$ cat config.mk
export PLATFORM = sky130hd
export DESIGN_NAME = mem_arbiter_flat
export DESIGN_NICKNAME = d
export VERILOG_FILES = /design/src/rtl/mem_arb_pkg.sv /design/src/rtl/mem_arbiter_if.sv /design/src/rtl/mem_arb_pick.sv /design/src/rtl/mem_arbiter.sv /design/src/flat_wrapper.sv
export SDC_FILE = /design/constraint.sdc
export NUM_CORES = 1
export LEC_CHECK = 0
export ABC_CLOCK_PERIOD_IN_PS = 2380
export CAP_MARGIN = 20
export CORE_MARGIN = 2
export CORE_UTILIZATION = 56
export DETAILED_ROUTE_END_ITERATION = 8
export DONT_BUFFER_PORTS = 1
export HOLD_SLACK_MARGIN = 0.12
export PLACE_DENSITY = 0.74
export SLEW_MARGIN = 20
export SYNTH_ARGS = -nofsm -noshare
export SYNTH_HDL_FRONTEND = slang
export SYNTH_SLANG_ARGS = --single-unit
$ cat constraint.sdc
create_clock -name clk -period 2.38 [get_ports clk]
set_input_delay 0.238 -clock clk [delete_from_list [all_inputs] [get_ports clk]]
set_output_delay 0.238 -clock clk [all_outputs]
set_load 0.05 [all_outputs]
$ cat src/rtl/mem_arb_pkg.sv
// Shared types for the two-port external memory arbiter.
// State encoding, MemMode access sizes and the port-id type.
package mem_arb_pkg;

    typedef enum logic [1:0] {
        IDLE   = 2'd0,
        ACCESS = 2'd1,
        RESP   = 2'd2
    } state_t;

    typedef logic portId_t;

    localparam portId_t PORT0 = 1'b0;
    localparam portId_t PORT1 = 1'b1;

    localparam logic [1:0] MODE_BYTE = 2'b00;
    localparam logic [1:0] MODE_HALF = 2'b01;
    localparam logic [1:0] MODE_WORD = 2'b10;

endpackage

$ cat src/rtl/mem_arbiter_if.sv
// Bus bundle between the two requesters, the arbiter and exmemory.
// slave = arbiter side, master = requester/memory side.
interface mem_arbiter_if #(
    parameter int AW = 16,
    parameter int DW = 32
);
    logic          req0;
    logic          req1;
    logic          we0;
    logic          we1;
    logic [1:0]    mode0;
    logic [1:0]    mode1;
    logic [AW-1:0] addr0;
    logic [AW-1:0] addr1;
    logic [DW-1:0] wdata0;
    logic [DW-1:0] wdata1;
    logic          ack0;
    logic          ack1;
    logic [DW-1:0] rdata;
    logic          busy;
    logic          mem_we;
    logic [1:0]    mem_mode;
    logic [AW-1:0] mem_addr;
    logic [DW-1:0] mem_wdata;
    logic [DW-1:0] mem_rdata;

    modport slave (
        input  req0, req1, we0, we1, mode0, mode1,
        input  addr0, addr1, wdata0, wdata1, mem_rdata,
        output ack0, ack1, rdata, busy,
        output mem_we, mem_mode, mem_addr, mem_wdata
    );

    modport master (
        output req0, req1, we0, we1, mode0, mode1,
        output addr0, addr1, wdata0, wdata1, mem_rdata,
        input  ack0, ack1, rdata, busy,
        input  mem_we, mem_mode, mem_addr, mem_wdata
    );

endinterface

$ cat src/rtl/mem_arb_pick.sv
// Winner select for the memory arbiter.
// MEM_ARB_RR_EN: round-robin with a 1-bit pointer; else port 0 wins.
import mem_arb_pkg::*;

module mem_arb_pick (
`ifdef MEM_ARB_RR_EN
    input  logic    clk,
    input  logic    reset,
    input  logic    grant,
`endif
    input  logic    req0,
    input  logic    req1,
    output portId_t winner
);

`ifdef MEM_ARB_RR_EN
    portId_t ptr;

    // Pointer favours whichever port lost the most recent grant
    always_ff @(posedge clk or posedge reset) begin
        if (reset) begin
            ptr <= PORT0;
        end else if (grant) begin
            ptr <= ~winner;
        end
    end

    // Contention resolved by the pointer, otherwise the lone requester
    always_comb begin
        winner = PORT0;
        if (req0 && req1) begin
            winner = ptr;
        end else if (req1) begin
            winner = PORT1;
        end
    end
`else
    // Port 0 always has priority
    always_comb begin
        winner = PORT0;
        if (!req0 && req1) begin
            winner = PORT1;
        end
    end
`endif

endmodule

$ cat src/rtl/mem_arbiter.sv
// Two-port arbiter in front of exmemory: IDLE -> ACCESS -> RESP.
// Build option MEM_ARB_RR_EN selects round-robin instead of fixed priority.
import mem_arb_pkg::*;

module mem_arbiter #(
    parameter int AW      = 16,
    parameter int DW      = 32,
    parameter int MEM_LAT = 1
) (
    input  logic        clk,
    input  logic        reset,
    mem_arbiter_if.slave bus
);

    localparam int CW = (MEM_LAT > 1) ? $clog2(MEM_LAT) : 1;
    localparam logic [CW-1:0] CNT_INIT = CW'(MEM_LAT - 1);

    state_t        state;
    logic [CW-1:0] cnt;
    portId_t       grantId;
    portId_t       winner;
    logic          isWrite;
    logic          grantNow;
    logic          winWe;
    logic [1:0]    winMode;
    logic [AW-1:0] winAddr;
    logic [DW-1:0] winData;

    assign grantNow = (state == IDLE) && (bus.req0 || bus.req1);
    assign bus.busy = (state != IDLE);

    mem_arb_pick uPick (
`ifdef MEM_ARB_RR_EN
        .clk    (clk),
        .reset  (reset),
        .grant  (grantNow),
`endif
        .req0   (bus.req0),
        .req1   (bus.req1),
        .winner (winner)
    );

    // Route the winning port's request fields
    always_comb begin
        winWe   = bus.we0;
        winMode = bus.mode0;
        winAddr = bus.addr0;
        winData = bus.wdata0;
        if (winner == PORT1) begin
            winWe   = bus.we1;
            winMode = bus.mode1;
            winAddr = bus.addr1;
            winData = bus.wdata1;
        end
    end

    // Transaction FSM; mem_* registers double as the latched request
    always_ff @(posedge clk or posedge reset) begin
        if (reset) begin
            state         <= IDLE;
            cnt           <= '0;
            grantId       <= PORT0;
            isWrite       <= 1'b0;
            bus.ack0      <= 1'b0;
            bus.ack1      <= 1'b0;
            bus.rdata     <= '0;
            bus.mem_we    <= 1'b0;
            bus.mem_mode  <= '0;
            bus.mem_addr  <= '0;
            bus.mem_wdata <= '0;
        end else begin
            unique case (state)
                IDLE: begin
                    bus.ack0 <= 1'b0;
                    bus.ack1 <= 1'b0;
                    if (grantNow) begin
                        state         <= ACCESS;
                        cnt           <= CNT_INIT;
                        grantId       <= winner;
                        isWrite       <= winWe;
                        bus.mem_we    <= winWe;
                        bus.mem_mode  <= winMode;
                        bus.mem_addr  <= winAddr;
                        bus.mem_wdata <= winData;
                    end
                end
                ACCESS: begin
                    bus.mem_we <= 1'b0;
                    if (cnt == '0) begin
                        state         <= RESP;
                        bus.rdata     <= isWrite ? '0 : bus.mem_rdata;
                        bus.ack0      <= (grantId == PORT0);
                        bus.ack1      <= (grantId == PORT1);
                        bus.mem_mode  <= '0;
                        bus.mem_addr  <= '0;
                        bus.mem_wdata <= '0;
                    end else begin
                        cnt <= cnt - 1'b1;
                    end
                end
                RESP: begin
                    state    <= IDLE;
                    bus.ack0 <= 1'b0;
                    bus.ack1 <= 1'b0;
                end
                default: begin
                    state <= IDLE;
                end
            endcase
        end
    end

endmodule

$ cat src/flat_wrapper.sv
// flat-port wrapper written by rule: the top's interface ports become plain ports
module mem_arbiter_flat 
#(
    parameter int AW      = 16,
    parameter int DW      = 32,
    parameter int MEM_LAT = 1
)
  (clk, reset, bus_req0, bus_req1, bus_we0, bus_we1, bus_mode0, bus_mode1, bus_addr0, bus_addr1, bus_wdata0, bus_wdata1, bus_mem_rdata, bus_ack0, bus_ack1, bus_rdata, bus_busy, bus_mem_we, bus_mem_mode, bus_mem_addr, bus_mem_wdata);
  mem_arbiter_if #(.AW(AW), .DW(DW)) bus_i ();
  input  logic clk;
  input  logic reset;
  input wire logic [$bits(bus_i.req0)-1:0] bus_req0;
  input wire logic [$bits(bus_i.req1)-1:0] bus_req1;
  input wire logic [$bits(bus_i.we0)-1:0] bus_we0;
  input wire logic [$bits(bus_i.we1)-1:0] bus_we1;
  input wire logic [$bits(bus_i.mode0)-1:0] bus_mode0;
  input wire logic [$bits(bus_i.mode1)-1:0] bus_mode1;
  input wire logic [$bits(bus_i.addr0)-1:0] bus_addr0;
  input wire logic [$bits(bus_i.addr1)-1:0] bus_addr1;
  input wire logic [$bits(bus_i.wdata0)-1:0] bus_wdata0;
  input wire logic [$bits(bus_i.wdata1)-1:0] bus_wdata1;
  input wire logic [$bits(bus_i.mem_rdata)-1:0] bus_mem_rdata;
  output wire logic [$bits(bus_i.ack0)-1:0] bus_ack0;
  output wire logic [$bits(bus_i.ack1)-1:0] bus_ack1;
  output wire logic [$bits(bus_i.rdata)-1:0] bus_rdata;
  output wire logic [$bits(bus_i.busy)-1:0] bus_busy;
  output wire logic [$bits(bus_i.mem_we)-1:0] bus_mem_we;
  output wire logic [$bits(bus_i.mem_mode)-1:0] bus_mem_mode;
  output wire logic [$bits(bus_i.mem_addr)-1:0] bus_mem_addr;
  output wire logic [$bits(bus_i.mem_wdata)-1:0] bus_mem_wdata;
  assign bus_i.req0 = bus_req0;
  assign bus_i.req1 = bus_req1;
  assign bus_i.we0 = bus_we0;
  assign bus_i.we1 = bus_we1;
  assign bus_i.mode0 = bus_mode0;
  assign bus_i.mode1 = bus_mode1;
  assign bus_i.addr0 = bus_addr0;
  assign bus_i.addr1 = bus_addr1;
  assign bus_i.wdata0 = bus_wdata0;
  assign bus_i.wdata1 = bus_wdata1;
  assign bus_i.mem_rdata = bus_mem_rdata;
  assign bus_ack0 = bus_i.ack0;
  assign bus_ack1 = bus_i.ack1;
  assign bus_rdata = bus_i.rdata;
  assign bus_busy = bus_i.busy;
  assign bus_mem_we = bus_i.mem_we;
  assign bus_mem_mode = bus_i.mem_mode;
  assign bus_mem_addr = bus_i.mem_addr;
  assign bus_mem_wdata = bus_i.mem_wdata;
  mem_arbiter #(.AW(AW), .DW(DW), .MEM_LAT(MEM_LAT)) u_core (.clk(clk), .reset(reset), .bus(bus_i));
endmodule
### Word level (Yosys, flattened, before mapping)

Cells that the tools add are included.

* output and inout bits: 86
* flip-flop bits (word level): 90
* word-level logic and storage cells: 60
* input bits: 138

* equal/unequal tests: 4
* bitwise logic cells: 2
* add/sub/neg operators: 1
* reductions and logical operators: 15
* multiplexer cells: 27

Operators by type and width (number)
* $mux 32: 4
* $pmux 32 s2: 1
* $mux 16: 3
* $pmux 16 s2: 1
* $mux 2: 5
* $reduce_and 2->1: 5
* $pmux 1 s2: 4
* $pmux 2 s2: 2
* $mux 1: 7
* $reduce_bool 2->1: 3
* $reduce_and 3->1: 1
* $eq 2x1->1 const B: 1
* $eq 2x2->1 const B: 1
* $logic_and 1x1->1: 2
* $logic_not 2->1: 1
* $ne 2x1->1 const B: 1
* $ne 2x2->1 const B: 1
* $not 1->1: 2
* $reduce_or 2->1: 1
* $logic_not 1->1: 1
* $logic_or 1x1->1: 1
* $sub 1x1->1 const B: 1

### Depth between registers and ports, before layout

* word-level depth: 6
* depth in mapped cells: 6

### Hierarchy

From an unflattened synthesis, not the netlist that was laid out.

* cells, all modules: 391
* area total of the unflattened synthesis: 4315.4 um2

Modules (own cells, without submodules)
* mem_arbiter: instances 1, seq. area each 2227.1 um2, cells an instance 390, area an instance 4301.6 um2
* mem_arb_pick: instances 1, seq. area each 0.0 um2, cells an instance 1, area an instance 13.8 um2

### Worst setup path before layout

Ideal clock, no wire load.

* path type: register to output
* start point: reg u_core.state[1]
* end point: out bus_busy
* data required time: 2.142 ns
* buffers on the path: 1
* slack: 1.230 ns
* stages on the path, launching flop included: 4
* arrival: 0.912 ns
* path through: dfrtp_1 -> nor2_1 -> inv_2 -> buf_2

* word-level cells in the longest chain between the ends: 1

RTL lines
* from (decl): line mem_arbiter.sv:18 `state_t state;`
* from (signal assigned): line mem_arbiter.sv:60 `state <= IDLE;`
* from (signal assigned): line mem_arbiter.sv:77 `state <= ACCESS;`
* from (signal assigned): line mem_arbiter.sv:90 `state <= RESP;`
* $reduce_bool 2->1: line mem_arbiter.sv:30 `assign bus.busy = (state != IDLE);`
* to (decl): line flat_wrapper.sv:26 `output wire logic [$bits(bus_i.busy)-1:0] bus_busy;`

No other way between the ends.

### Worst setup path in the final report

Ends and elaborated chain as after synthesis.

==> results.yml <==
worst_setup_path:
  r2r_cells: 3
  cp_data_required_time_ns: 2.14
  arrival_ns: 1.73
  r2r-start: "u_core.state[0]"
  critPathLaunchType: "flip-flop"
  crit_fanout: 39
  setup.worst_path.start: "u_core.state[1]"
  r2r_setup_slack_ns: 0.65
  cp-end-kind: "primary output"
  critPathKind: "reg -> out"
route:
  drc: 0
  vias_per_cell: 6.23
  vias: 3053
  drt_pass1_iterations: 5
  wirelength_um: 10200
  ant_nets: 0
  wl_per_cell_um: 20.8
  drt_iter0_drc: 177
power:
  p_clk_frac: 0.134
  powerDensity_mw_per_mm2: 1580
  power_frac_seq: 0.675
  internal-power_mw: 3.29
  netSwitchingFraction: 0.568
  p_sw_mw: 4.33
  power_frac_comb: 0.191
  power.total_mw: 7.62
  p_leak_nw: 2.04
  irDropWorstVdd_v: 0.000794
logic_synthesis:
  synth_top_area_frac: 0.581
  synth_cell_types: 22
  yosys-top-cells-count: "89 x dfrtp_1, 50 x a22oi_1, 50 x o2bb2ai_1"
  syn-num-nets: 479
  synthFlopType: "dfrtp_1"
  synth_edf_count: 0
  synth_seq_cells: 89
  synthArstFlopShare: 1.00
  ys_warn_count: 0
  yosysSeqAreaShare: 0.581
  avgSynthCellArea_um2: 11.2
  yosysMostFrequentCell: "dfrtp_1"
  syn_area_mm2: 0.00383
  yosysTopAreaCell: "dfrtp_1"
  synthTopCellsByArea: "dfrtp_1 58%, o2bb2ai_1 11%, a22oi_1 9.8%"
  syn-instance-count: 341
sta:
  worst_slew_pin_slew_ns: 1.02
  hold_viol: 0
  layout_worst_path_cycle_share: 0.827
  final.setup.tns_ns: 0
  max_freq_mhz: 508
  rsz0062_at_grt: "false"
  drv_slew: 0
  setup_viol: 0
  slew_headroom: 0.317
  skew_ns: 0.0135
  fin_crit_ns: 1.97
global_routing:
  grtUsageTotal: 0.266
  antenna_found_initial: 0
  first_global_vias: 3074
  grt_pass1_wl_um: 15200
  grt_max_degree: 66
  grt_overflow: 0
placed_design:
  hpwlAfterDp_um: 5900
  port_buffers: 0
  gp_congestion: 0.787
  postPlaceCellArea_mm2: 0.00381
final_layout:
  fillers: 461
  finalInstanceArea_mm2: 0.00481
  diodes: 0
  nNetsFinal: 543
  drive_gt1_frac: 0.0634
  fin_util: 0.716
  area_growth_pct: 25.5
cts:
  clkTransAtPathRegs_ns: 0.08
  cts_max_level: 3
  cts-root-buf: "clkbuf_8"
  cts_sinks: 89
  cts_resized: 0
  worstSkewPairLatency_ns: 0.35
  clockBufferDepth: 2
  numCtsBuffers: 9
  cts_tree: "built"
status:
  status: "completed"
floorplan:
  row_count: 30
  die_y_um: 86.7
  dieWidth_um: 86.7
  start_util: 0.570
  num_io_pins: 224
  core_area_mm2: 0.00672
  die_area_mm2: 0.00752
min_path:
  worstHoldPathCells: 2
  min-delay-start: "bus_wdata1[17]"
  hp-class: "in -> reg"
job:
  maxCapViolations: 0
worst max-delay path, stage by stage (launching register included):
cell and delay, ns:
dfrtp_1 0.44, nor2_1 0.10, inv_2 0.51, buf_4 0.34
path summary, 6_finish.rpt:
kind,to
setup / recovery,bus_busy
hold / removal,u_core.bus.mem_wdata[17]
setup reg to reg,u_core.bus.mem_wdata[6]
hold reg to reg,u_core.bus.ack0
max in group asynchronous,u_core.bus.mem_addr[13]
min in group asynchronous,u_core.bus.rdata[28]
layout by cell type (no fill, tap or decap), drive strengths merged:
cell type / instances
a21o: 1
a21oi: 3
a22oi: 50
and2: 1
buf: 6
bufinv: 1
clkbuf: 11
clkinv: 3
clkinvlp: 1
dfrtp: 89
dlygate4sd3: 80
inv: 3
mux2i: 1
nand2: 34
nand2b: 34
nand3b: 1
nor2: 3
nor2b: 2
nor3: 1
o21ai: 34
o2bb2ai: 50
or2: 1
layout make-up:
type	count	area, um^2	area share
clock buffer	11	141	0.0294
timing repair buffer	86	858	0.178
clock inverter	5	53.8	0.0112
tap	80	100	0.0208
inverter	3	15.0	0.00312
sequential	89	2230	0.463
multi-input combinational	216	1420	0.294
state kept, by name, indices dropped and copies added, names as in the netlist:
register              cells
u_core.bus.ack0           1
u_core.bus.ack1           1
u_core.bus.mem_addr      16
u_core.bus.mem_mode       2
u_core.bus.mem_wdata     32
u_core.bus.mem_we         1
u_core.bus.rdata         32
u_core.grantId            1
u_core.isWrite            1
u_core.state              2
repair_timing:
action	in CTS	in global routing
buffers inserted	0	0
setup endpoints to repair	0	0
hold buffers	73	7
endpoints found under the hold margin	106	5
power by group through the flow:
stage	clock network (mW)	logic, mW	registers [mW]
4_1_cts	1.04	1.43	5.14
5_1_grt	1.12	1.64	5.24
3_5_place_dp	0	1.32	5.16
6_report	1.02	1.45	5.14
2_1_floorplan	0	1.25	4.93
3_3_place_gp	0	1.25	5.16
metal layers:
metal	wire length, um	part of all wire	global-route usage	vias up
li1	-	-	-	1374
met1	3670	0.36	0.301	1486
met2	5480	0.54	0.467	175
met3	835	0.082	0.0857	18
met4	197	0.019	0.0994	0
met5	0	0	0	-
metrics by stage:
step	hold WS, ns	setup slack (ns)	instances
after global placement	0.330	0.738	394
final	0.118	0.413	490
after detailed placement	0.337	0.697	394
after CTS	0.120	0.413	483
after floorplan	0.370	1.11	341
after global routing	0.123	0.290	490
kinds of logic after synthesis:
family	share of synthesized area
multiplexers	0.00261
AO/OA/AOI/OAI	0.262
flip-flops	0.581
buffers and inverters	0.0522
AND/OR/NAND/NOR	0.102
(Power assumes the default switching activity.)
